[config.mk]
export PLATFORM = sky130hd
export DESIGN_NAME = fifo_mode_buf
export DESIGN_NICKNAME = d
export VERILOG_FILES = /design/src/rtl/fifo_pkg.sv /design/src/rtl/fifo_mem.sv /design/src/rtl/fifo_mode_buf.sv
export SDC_FILE = /design/constraint.sdc
export NUM_CORES = 1
export LEC_CHECK = 0
export BUFFER_PORTS_ARGS = -buffer_cell sky130_fd_sc_hd__buf_2
export CORE_MARGIN = 1
export CORE_UTILIZATION = 30
export DETAILED_ROUTE_END_ITERATION = 10
export PLACE_DENSITY_LB_ADDON = 0.3
export SLEW_MARGIN = 20
export SYNTH_ARGS = -nofsm -noshare
export SYNTH_HDL_FRONTEND = slang
export SYNTH_HIERARCHICAL = 1
export SYNTH_SLANG_ARGS = --single-unit
[constraint.sdc]
create_clock -name clk -period 3.4 [get_ports clk]
set_clock_uncertainty 0.05 [all_clocks]
set_input_delay 0 -clock clk [delete_from_list [all_inputs] [get_ports clk]]
set_output_delay 0 -clock clk [all_outputs]
set_load 0.01 [all_outputs]
[src/rtl/fifo_pkg.sv]
// Shared constants and helpers for the mode-selectable circular buffer.
package fifo_pkg;

    // Queue discipline encodings, also the encoding of the mode register.
    localparam logic MODE_FIFO = 1'b0;
    localparam logic MODE_LIFO = 1'b1;

    // Occupancy needs one bit more than a pointer so that "full" (DEPTH) is representable.
    function automatic int cnt_width(input int depth);
        return $clog2(depth) + 1;
    endfunction

endpackage

[src/rtl/fifo_mem.sv]
// DEPTH x DATA_WIDTH storage: one synchronous write port, one combinational read port.
// Contents are deliberately not reset; occupancy tracking decides what is valid.
module fifo_mem #(
    parameter int DEPTH      = 16,
    parameter int DATA_WIDTH = 8,
    parameter int AW         = $clog2(DEPTH)
) (
    input  logic                  clk,
    input  logic                  we,
    input  logic [AW-1:0]         waddr,
    input  logic [DATA_WIDTH-1:0] wdata,
    input  logic [AW-1:0]         raddr,
    output logic [DATA_WIDTH-1:0] rdata
);

    logic [DATA_WIDTH-1:0] mem [DEPTH];

    // Write the addressed entry on a write-enable cycle.
    always_ff @(posedge clk) begin
        if (we) begin
            mem[waddr] <= wdata;
        end
    end

    assign rdata = mem[raddr];

endmodule

[src/rtl/fifo_mode_buf.sv]
// Pointer-based circular buffer whose discipline (FIFO or LIFO) is chosen at run time.
// Entries never move; only the pointers and the occupancy count change.
//
// Handshake: a transfer happens on a rising edge where valid and ready are both 1.
// in_ready depends only on count (no pass-through while full) and out_valid only on
// count, so neither ready nor valid ever depends combinationally on the other side;
// a producer may hold in_valid/in_data across cycles until a push occurs.
module fifo_mode_buf
    import fifo_pkg::*;
#(
    parameter int DEPTH      = 16,
    parameter int DATA_WIDTH = 8,
    parameter int AF_THRESH  = 14,
    parameter int AE_THRESH  = 2
) (
    input  logic                    clk,
    input  logic                    reset,
    input  logic                    mode,
    input  logic                    in_valid,
    input  logic [DATA_WIDTH-1:0]   in_data,
    output logic                    in_ready,
    output logic                    out_valid,
    output logic [DATA_WIDTH-1:0]   out_data,
    input  logic                    out_ready,
    output logic [$clog2(DEPTH):0]  count,
    output logic                    almost_full,
    output logic                    almost_empty,
    output logic                    overflow,
    output logic                    underflow,
    input  logic                    clr_err,
    output logic                    mode_state
);

    localparam int PW = $clog2(DEPTH);
    localparam int CW = cnt_width(DEPTH);

    logic          mode_q;
    logic [PW-1:0] wr_ptr;
    logic [PW-1:0] rd_ptr;
    logic [PW-1:0] top_ptr;
    logic          push;
    logic          pop;
    logic          mode_take;
    logic          mem_we;
    logic [PW-1:0] mem_waddr;
    logic [PW-1:0] mem_raddr;
    logic [DATA_WIDTH-1:0] mem_rdata;

    logic [PW-1:0] wr_ptr_d;
    logic [PW-1:0] rd_ptr_d;
    logic [CW-1:0] count_d;

    assign in_ready  = (count != CW'(DEPTH));
    assign out_valid = (count != '0);
    assign push      = in_valid & in_ready;
    assign pop       = out_valid & out_ready;

    // The discipline may only change while the buffer is empty and nothing is arriving.
    assign mode_take = (count == '0) && !push;

    // LIFO top of stack is the slot just below the write pointer (wraps modulo DEPTH).
    assign top_ptr = wr_ptr - PW'(1);

    assign almost_full  = (count >= CW'(AF_THRESH));
    assign almost_empty = (count <= CW'(AE_THRESH));
    assign mode_state   = mode_q;

    // Select write/read addresses: a LIFO push+pop replaces the current top in place.
    always_comb begin
        mem_we    = push;
        mem_waddr = wr_ptr;
        mem_raddr = rd_ptr;
        if (mode_q == MODE_LIFO) begin
            mem_raddr = top_ptr;
            if (push && pop) begin
                mem_waddr = top_ptr;
            end
        end
    end

    // Next pointer and count values for the active discipline.
    always_comb begin
        wr_ptr_d = wr_ptr;
        rd_ptr_d = rd_ptr;
        count_d  = count;
        if (push && !pop) begin
            count_d = count + CW'(1);
        end else if (pop && !push) begin
            count_d = count - CW'(1);
        end
        if (mode_q == MODE_FIFO) begin
            if (push) wr_ptr_d = wr_ptr + PW'(1);
            if (pop)  rd_ptr_d = rd_ptr + PW'(1);
        end else begin
            if (push && !pop)      wr_ptr_d = wr_ptr + PW'(1);
            else if (pop && !push) wr_ptr_d = wr_ptr - PW'(1);
        end
        if (mode_take) begin
            wr_ptr_d = '0;
            rd_ptr_d = '0;
        end
    end

    // Register pointers, count and discipline; reset discards every entry.
    always_ff @(posedge clk) begin
        if (reset) begin
            wr_ptr <= '0;
            rd_ptr <= '0;
            count  <= '0;
            mode_q <= MODE_FIFO;
        end else begin
            wr_ptr <= wr_ptr_d;
            rd_ptr <= rd_ptr_d;
            count  <= count_d;
            if (mode_take) begin
                mode_q <= mode;
            end
        end
    end

    // Sticky error flags; a new error in the same cycle as clr_err keeps the flag set.
    always_ff @(posedge clk) begin
        if (reset) begin
            overflow  <= 1'b0;
            underflow <= 1'b0;
        end else begin
            if (in_valid && !in_ready) overflow <= 1'b1;
            else if (clr_err)          overflow <= 1'b0;
            if (out_ready && !out_valid) underflow <= 1'b1;
            else if (clr_err)            underflow <= 1'b0;
        end
    end

    fifo_mem #(
        .DEPTH      (DEPTH),
        .DATA_WIDTH (DATA_WIDTH),
        .AW         (PW)
    ) u_mem (
        .clk   (clk),
        .we    (mem_we),
        .waddr (mem_waddr),
        .wdata (in_data),
        .raddr (mem_raddr),
        .rdata (mem_rdata)
    );

    assign out_data = out_valid ? mem_rdata : '0;

endmodule

After elaboration in Yosys (flattened, before gate mapping)
Memories as Yosys holds them, arrays and structs flattened.
Index checks and enable logic that the tools add are counted.
{"block": "totals", "ff_bits": 16, "ram_bits": 128, "inputBits": 14, "output_inout_bits": 20, "mem_count": 1}
{"block": "classes", "addsub": 5, "n_lt_le_gt_ge": 2, "eq_ne": 2, "n_mux": 15, "n_bitwise": 3, "reduce_logical": 19}
{"name": "u_mem.mem", "depth": 16, "word_bits": 8, "rd": 1, "rd_clocked_by_memory_dff": 0, "wr": 1, "line_no": "fifo_mem.sv:16", "text": "logic [DATA_WIDTH-1:0] mem [DEPTH];"}
{"cell": "$mux W4", "n": 7}
{"cell": "$mux W5", "n": 2}
{"cell": "$add A4 B1 Y4 const B", "n": 2}
{"cell": "$mux W8", "n": 1}
{"cell": "$reduce_bool A2 Y1", "n": 4}
{"cell": "$logic_and A1 B1 Y1", "n": 6}
{"cell": "$add A5 B1 Y5 const B", "n": 1}
{"cell": "$ge A5 B4 Y1 const B", "n": 1}
{"cell": "$le A5 B2 Y1 const B", "n": 1}
{"cell": "$logic_not A5 Y1", "n": 1}
{"cell": "$mux W1", "n": 5}
{"cell": "$ne A5 B5 Y1 const B", "n": 1}
{"cell": "$reduce_bool A5 Y1", "n": 1}
{"cell": "$sub A5 B1 Y5 const B", "n": 1}
{"cell": "$logic_not A1 Y1", "n": 4}
{"cell": "$reduce_and A2 Y1", "n": 2}
{"cell": "$sub A4 B1 Y4 const B", "n": 1}
{"cell": "$ne A3 B1 Y1 const B", "n": 1}
{"cell": "$and A1 B1 Y1", "n": 2}
{"cell": "$reduce_or A2 Y1", "n": 1}
{"cell": "$not A1 Y1", "n": 1}

Logic depth before layout (Yosys ltp)
Gate-level depths: netlist of run 1.
{"block": "depth", "ltp_word": 7, "mapped_depth": 12}

Cells and area by module
The synthesis of run 1 kept the hierarchy.
{"mod": "fifo_mem", "n_inst": 1, "cells_per_inst": 221, "area_per_inst_um2": 4987.3, "seq_area_each_um2": 3843.7}
{"mod": "fifo_mode_buf", "n_inst": 1, "cells_per_inst": 144, "area_per_inst_um2": 1168.6, "seq_area_each_um2": 320.3}

Least setup slack after synthesis of run 1
OpenSTA, ideal clock, no wires.
{"block": "synth_path", "kind": "flip-flop to flip-flop", "from": "register count[0]", "to": "memory u_mem.mem[0][0], enable pin", "setup_ns": 0.383, "arrival_time_ns": 2.886, "required_ns": 2.967, "path_slack_ns": 0.080, "stages_incl_launch_ff": 10, "path_cell_list": "dfxtp_1 -> or4_4 -> nor2_2 -> inv_2 -> and2_1 -> ha_1 -> nand3_1 -> xnor2_1 -> or3b_2 -> nor3_1"}
{"block": "synth_via", "elab_chain_len": 5, "elab_cells_between_ends": 9, "cone_classes": "eq/ne (1); mux (4); bitwise (2); reduce/logical (2)"}
{"element": "from (decl)", "line_no": "fifo_mode_buf.sv:25", "text": "output logic [$clog2(DEPTH):0] count,"}
{"element": "from (signal assigned)", "line_no": "fifo_mode_buf.sv:114", "text": "count <= count_d;"}
{"element": "$reduce_bool A5 Y1", "line_no": "fifo_mode_buf.sv:54", "text": "assign out_valid = (count != '0);"}
{"element": "net out_valid", "line_no": "fifo_mode_buf.sv:22", "text": "output logic out_valid,"}
{"element": "$and A1 B1 Y1", "line_no": "fifo_mode_buf.sv:56", "text": "assign pop = out_valid & out_ready;"}
{"element": "$logic_and A1 B1 Y1", "line_no": "fifo_mode_buf.sv:75", "text": "if (push && pop) begin"}
{"element": "$mux W4", "line_no": "fifo_mode_buf.sv:75"}
{"element": "$mux W4", "line_no": "fifo_mode_buf.sv:73", "text": "if (mode_q == MODE_LIFO) begin"}
{"element": "net mem_waddr[2]", "line_no": "fifo_mode_buf.sv:45", "text": "logic [PW-1:0] mem_waddr;"}
{"element": "to (decl)", "line_no": "fifo_mem.sv:16"}
The timed path passes the listed nets, and every way through them passes these cells.

Final worst setup path of run 1
{"block": "layout_path", "from": "register count[2]", "to": "memory u_mem.mem[0][5], enable pin"}
{"block": "layout_via", "elab_chain_len": 5, "elab_cells_between_ends": 9, "cone_classes": "eq/ne (1); mux (4); bitwise (2); reduce/logical (2)"}
{"element": "$ne A5 B5 Y1 / $reduce_bool A5 Y1 (equally long branches)", "line_no": "fifo_mode_buf.sv:53, fifo_mode_buf.sv:54"}
{"element": "$and A1 B1 Y1 (on tied branches)", "line_no": "fifo_mode_buf.sv:55, fifo_mode_buf.sv:56"}
{"element": "$logic_and A1 B1 Y1 *", "line_no": "fifo_mode_buf.sv:75"}
{"element": "$mux W4 *", "line_no": "fifo_mode_buf.sv:75"}
{"element": "$mux W4 *", "line_no": "fifo_mode_buf.sv:73"}
{"element": "net mem_waddr[2]", "line_no": "fifo_mode_buf.sv:45"}
The timed path passes the listed nets; every way through them passes the cells marked *.

==> results.py, run 1 <==
metrics = {
    "status": {
        "status": "finished clean",
    },
    "global_route": {
        "grt_pass1_wl_um": 20100,
        "grt_remaining_overflow": 0,
        "antenna_found_initial": 0,
        "grtUsageTotal_pct": 12.9,
        "grt_pass1_vias": 3513,
        "grt_start_max_net_pins": 25,
    },
    "power": {
        "comb_power_share_pct": 34.5,
        "p_int_uw": 4180,
        "ir_drop_v": 0.000387,
        "powerDensity_mw_per_mm2": 821,
        "cellLeakagePower_uw": 0.00257,
        "swShare_pct": 32.4,
        "p_switching_uw": 2000,
        "power_frac_clock_pct": 30.2,
        "pwr-share-seq_pct": 35.3,
    },
    "routing": {
        "viasPerCell": 4.77,
        "num_vias": 3446,
        "drt-total-wl_um": 12900,
        "drt_iter0_drc": 206,
        "drc": 0,
        "routedWlPerCell_um": 17.8,
        "ant_nets": 0,
        "firstDrtPassIters": 5,
    },
    "sta": {
        "slew_headroom_pct": 47.6,
        "final.setup.worst_slack_ns": 0.276,
        "hold_viol_final": 0,
        "fin_crit_ns": 3.12,
        "fmax_mhz": 320,
        "finalSetupViolations": 0,
        "fin_tns_setup_ns": 0,
        "drv_slew": 0,
        "rsz0062_at_grt": "false",
        "period_share_pct": 91.9,
        "worst_pin_slew_ns": 0.778,
    },
    "worst_setup_path": {
        "cp.buffers_inverters": 2,
        "crit_path_end_kind": "flop",
        "start_kind": "flop",
        "cp_max_fo": 10,
        "cp.required_ns": 3.48,
        "crit_slowest_cell": "or4_4",
        "slowest_delay_ns": 0.56,
        "arrival_ns": 3.20,
        "worstSetupPathType": "flop to flop",
        "crit_path_cell_trace": "or4_4, nor2_2, inv_2, and2_1, ha_1, nand3_1, xnor2_1, or3b_2, nor3_1, buf_4",
        "worst-path-stages": 10,
        "crit_family": "simple AND/OR/NAND/NOR gates",
        "worstRegToRegCells": 10,
    },
    "flow_run": {
        "maxCapViolCount": 0,
    },
    "synthesis": {
        "synth_compound_area_share_pct": 5.37,
        "synth_seq_cells": 144,
        "synth-edff-count": 128,
        "yosys.area.top_type": "edfxtp_1",
        "ys_warn_count": 6,
        "synthCells": 365,
        "synth_xor_area_share_pct": 1.71,
        "synth_fp_nets": 390,
        "synthArstFlopShare_pct": 0,
        "syn_area_mm2": 0.00616,
        "syn_avg_cell_area_um2": 16.9,
        "ys_types": 47,
        "yosys.area_share.simple_pct": 7.48,
        "synth_area_leaders": "edfxtp_1 (62%), mux4_2 (6.6%), mux4_1 (6.0%), dfxtp_1 (5.2%), a22oi_1 (2.1%)",
        "synth-seq-area-share_pct": 67.6,
        "synth_fa_ha_area_share_pct": 2.36,
        "synth_top_cell_area_share_pct": 62.4,
        "synth_top_family_by_area": "multiplexers",
        "yosys_most_used_dff": "edfxtp_1",
        "synth_mux_area_share_pct": 13.1,
    },
    "clock_tree": {
        "clk_pin_slew_ns": 0.06,
        "cts_sinks": 144,
        "cts_root_buffer": "clkbuf_16",
        "cts_tree": "done",
        "h-tree-depth": 4,
        "cts_made_buffers": 17,
        "post_cts_resize_count": 0,
        "clkLatencyLatePin_ns": 0.42,
        "cts_buffer_depth": 2,
    },
    "place": {
        "pre_cts_slack_ns": 0.289,
        "place_congestion": 0.763,
        "hpwl_um": 8520,
        "portBuffers": 33,
        "placed_cell_area_mm2": 0.00678,
        "dp_cells": 676,
    },
    "finish": {
        "n_antenna_cell": 0,
        "design_area_mm2": 0.00753,
        "nFillCells": 1919,
        "nets": 465,
        "final_core_util_pct": 37.3,
        "layoutNonFillerInstCount": 723,
        "layout_common_cells": "edfxtp_1 (128), nor2_1 (33), buf_2 (33), buf_4 (22), mux4_2 (18)",
        "area_growth_pct": 22.3,
        "final_common_cell": "edfxtp_1",
        "drive_above_1_share_pct": 25.6,
    },
    "die": {
        "die_h_um": 145,
        "dieArea_mm2": 0.0211,
        "die_w_um": 145,
        "coreArea_mm2": 0.0202,
        "ios": 34,
        "rows": 52,
        "initial_core_util_pct": 30.5,
    },
    "hold_path": {
        "hold_class": "input pin to flop",
        "whs_path_depth": 4,
    },
}
## cell families (layout without fill, tap and decap cells)
| group | count (synthesis) | count (layout) |
|---|---|---|
| AO/OA/AOI/OAI | 46 | 46 |
| AND/OR/NAND/NOR | 91 | 91 |
| flip-flops | 144 | 144 |
| buffers and inverters | 26 | 114 |
| multiplexers | 35 | 35 |
| adder cells (fa/ha/maj) | 11 | 11 |
| XOR/XNOR | 12 | 12 |
## per-stage QoR
stage / hold WS [ns] / power [uW]
2_1_floorplan: 0.0489 / 3680
3_3_place_gp: 0.206 / 4330
3_5_place_dp: 0.206 / 4360
4_1_cts: 0.0879 / 6250
5_1_grt: 0.136 / 6500
6_report: 0.100 / 6180
## repair_timing
action / 4_1_cts / 5_1_grt
hold endpoints to repair: 139 / 0
setup buffers: 0 / 0
hold buffers: 15 / 0
## worst register-to-register path, stage by stage (launching register included)
cell	delay (ns)
dfxtp_1	0.41
or4_4	0.56
nor2_2	0.14
inv_2	0.11
and2_1	0.21
ha_1	0.22
nand3_1	0.10
xnor2_1	0.11
or3b_2	0.54
nor3_1	0.17
buf_4	0.21
## final timing paths
path / from / end / slack (ns)
hold / removal: in_valid / rd_ptr[2] / 0.10
hold reg to reg: wr_ptr[3] / wr_ptr[3] / 0.46
setup / recovery: count[2] / u_mem/mem[0][5] / 0.28
setup reg to reg: count[2] / u_mem/mem[0][5] / 0.28
## layout make-up
type | count | area [um2] | share of cell area (%)
sequential | 144 | 4160 | 55.3
clock inverter | 15 | 173 | 2.29
multi-input combinational | 195 | 1870 | 24.8
inverter | 10 | 37.5 | 0.499
clock buffer | 17 | 425 | 5.65
timing repair buffer | 72 | 520 | 6.92
tap | 270 | 338 | 4.49
## power groups by stage
stage / Combinational (uW) / Sequential [uW] / Clock [uW]
CTS: 2170 / 2180 / 1900
floorplan: 1470 / 2210 / 0
detailed placement: 2140 / 2220 / 0
global placement: 2120 / 2210 / 0
finish: 2130 / 2180 / 1860
global route: 2330 / 2190 / 1980
## routing by layer
| layer | up-vias | part of all wire, % | GRT usage, % |
|---|---|---|---|
| li1 | 1594 | - | - |
| met2 | 62 | 51 | 22.1 |
| met1 | 1773 | 44 | 16.0 |
| met4 | 0 | 1.7 | 5.37 |
| met5 | - | 0 | 0 |
| met3 | 17 | 3.1 | 2.45 |
## sequential cells by signal, indices dropped and copies added, names as in the netlist
| name | cells |
|---|---|
| underflow | 1 |
| wr_ptr | 4 |
| count | 5 |
| rd_ptr | 4 |
| mode_state | 1 |
| u_mem/mem | 128 |
| overflow | 1 |
## cell usage after synthesis, types with 2 or more instances
cell and n:
clkbuf_1 6, xnor2_1 8, inv_1 9, nand3b_1 4, a21oi_1 11, buf_2 3
ha_1 10, edfxtp_1 128, a31oi_1 2, nor2_1 33, nor2b_1 3, mux2i_1 2
dfxtp_1 16, mux4_2 18, a22oi_1 17, o31ai_1 2, o21ai_0 2, mux4_1 14
nor3_1 6, nand2b_1 5, clkdlybuf4s25_2 3, nand3_1 7, nand2_1 16, a211oi_1 2
o21a_1 2, buf_6 3, xor2_1 4, and2_1 10
Note: power is estimated with default switching activity, not from simulation.
==> run 2, diff against run 1 <==
- MAX_ROUTING_LAYER: unset -> met4
==> results.py, run 2 (synthesized netlist as in run 1, its figures left out) <==
metrics = {
    "status": {
        "status": "finished clean",
    },
    "worst_setup_path": {
        "cp.buffers_inverters": 2,
        "worstSetupPathType": "flop to flop",
        "slowest_delay_ns": 0.56,
        "crit_start": "count[2]",
        "critPathCapture": "u_mem/mem[0][2]",
        "cp.required_ns": 3.48,
        "crit_family": "simple AND/OR/NAND/NOR gates",
        "start_kind": "flop",
        "crit_path_cell_trace": "or4_4, nor2_2, inv_2, and2_1, ha_1, nand3_1, xnor2_1, or3b_2, nor3_1, buf_4",
        "crit_slowest_cell": "or4_4",
        "reg2reg_from": "count[2]",
        "arrival_ns": 3.19,
        "cp_max_fo": 10,
        "crit_path_end_kind": "flop",
        "reg2reg_to": "u_mem/mem[0][2]",
        "worst-path-stages": 10,
        "r2r_slack_ns": 0.29,
        "worstRegToRegCells": 10,
    },
    "sta": {
        "fmax_mhz": 321,
        "period_share_pct": 91.5,
        "fin_crit_ns": 3.11,
        "worst_pin_slew_ns": 0.799,
        "final.setup.worst_slack_ns": 0.288,
        "rsz0062_at_grt": "false",
        "hold_viol_final": 0,
        "slew_headroom_pct": 46.2,
        "fin_tns_setup_ns": 0,
        "finalSetupViolations": 0,
        "drv_slew": 0,
    },
    "die": {
        "rows": 52,
        "ios": 34,
        "dieArea_mm2": 0.0211,
        "die_w_um": 145,
        "die_h_um": 145,
        "coreArea_mm2": 0.0202,
        "initial_core_util_pct": 30.5,
    },
    "routing": {
        "firstDrtPassIters": 4,
        "ant_nets": 0,
        "drt-total-wl_um": 12800,
        "drc": 0,
        "drt_iter0_drc": 198,
        "viasPerCell": 4.72,
        "routedWlPerCell_um": 17.8,
        "num_vias": 3413,
    },
    "clock_tree": {
        "clkLatencyLatePin_ns": 0.42,
        "clk_pin_slew_ns": 0.06,
        "cts_tree": "done",
        "cts_root_buffer": "clkbuf_16",
        "h-tree-depth": 4,
        "cts_sinks": 144,
        "cts_made_buffers": 17,
        "cts_buffer_depth": 2,
    },
    "finish": {
        "top_regs": "u_mem/mem: 128 flops, count: 5 flops",
        "largest_register_ffs": 128,
        "drive_above_1_share_pct": 25.6,
        "area_growth_pct": 22.3,
        "final_common_cell": "edfxtp_1",
        "nets": 465,
        "layoutNonFillerInstCount": 723,
        "layout_common_cells": "edfxtp_1 (128), nor2_1 (33), buf_2 (33), buf_4 (22), mux4_2 (18)",
        "largest-register": "u_mem/mem",
        "n_antenna_cell": 0,
        "design_area_mm2": 0.00753,
    },
    "global_route": {
        "grt_remaining_overflow": 0,
        "antenna_found_initial": 0,
        "grt_start_max_net_pins": 25,
        "grt_pass1_vias": 3502,
        "grtUsageTotal_pct": 13.3,
        "grt_pass1_wl_um": 20200,
    },
    "power": {
        "cellLeakagePower_uw": 0.00257,
        "powerDensity_mw_per_mm2": 821,
        "ir_drop_v": 0.000388,
    },
    "flow_run": {
        "maxCapViolCount": 0,
    },
    "place": {
        "portBuffers": 33,
        "place_congestion": 0.773,
        "placed_cell_area_mm2": 0.00678,
        "dp_cells": 676,
        "hpwl_um": 8520,
        "pre_cts_slack_ns": 0.289,
    },
    "hold_path": {
        "hold_class": "input pin to flop",
    },
}
## run 2: worst min path at each step
stage	startpoint	end	slack [ns]	depth (start not counted)
after floorplan	in_data[0]	u_mem/mem[0][0]	0.05	0
after global placement	mode	mode_state	0.21	3
after detailed placement	mode	mode_state	0.21	3
after CTS	in_valid	rd_ptr[2]	0.09	4
after global routing	in_valid	rd_ptr[0]	0.14	4
final	in_valid	rd_ptr[2]	0.10	4
## run 2: stage by stage
step                total power, uW  util, %  hold slack, ns
CTS                            6250     37.3          0.0879
detailed placement             4360     33.6           0.206
global route                   6510     37.3           0.136
global placement               4330     33.6           0.206
finish                         6180     37.3           0.100
floorplan                      3680        -          0.0489
## run 2: cell type report
class	instances	area [um2]
flip-flops and latches	144	4160
multi-input cells	195	1870
clock inverters	15	173
clock buffers	17	425
fillers	1919	12600
inverters	10	37.5
repair buffers	72	520
well taps	270	338
## run 2: per-layer routing
layer / up-vias / GRT usage, % / routed length (um)
li1: 1593 / - / -
met1: 1752 / 16.1 / 5620
met2: 51 / 22.1 / 6550
met3: 17 / 2.45 / 439
met4: 0 / 5.37 / 229
met5: - / - / 0
## run 2: repair_timing
item	CTS	global route
buffers inserted	0	0
hold buffers	15	0
hold endpoints to repair	139	0
gates resized for setup	0	0
## run 2: worst reg2reg max path, delay by kind of cell, from the launching register on
kind,cells,cell delay [ns]
buffers and inverters,2,0.32
AND/OR/NAND/NOR,6,1.72
flip-flops,1,0.41
adder cells (fa/ha/maj),1,0.22
XOR/XNOR,1,0.11
## run 2: power by group
part	leakage, uW	internal [uW]	switching, uW	total (uW)
logic	0.000996	994	1140	2130
clock network	0.000288	1100	763	1870
registers	0.00129	2080	100	2180
total	0.00257	4180	2000	6180
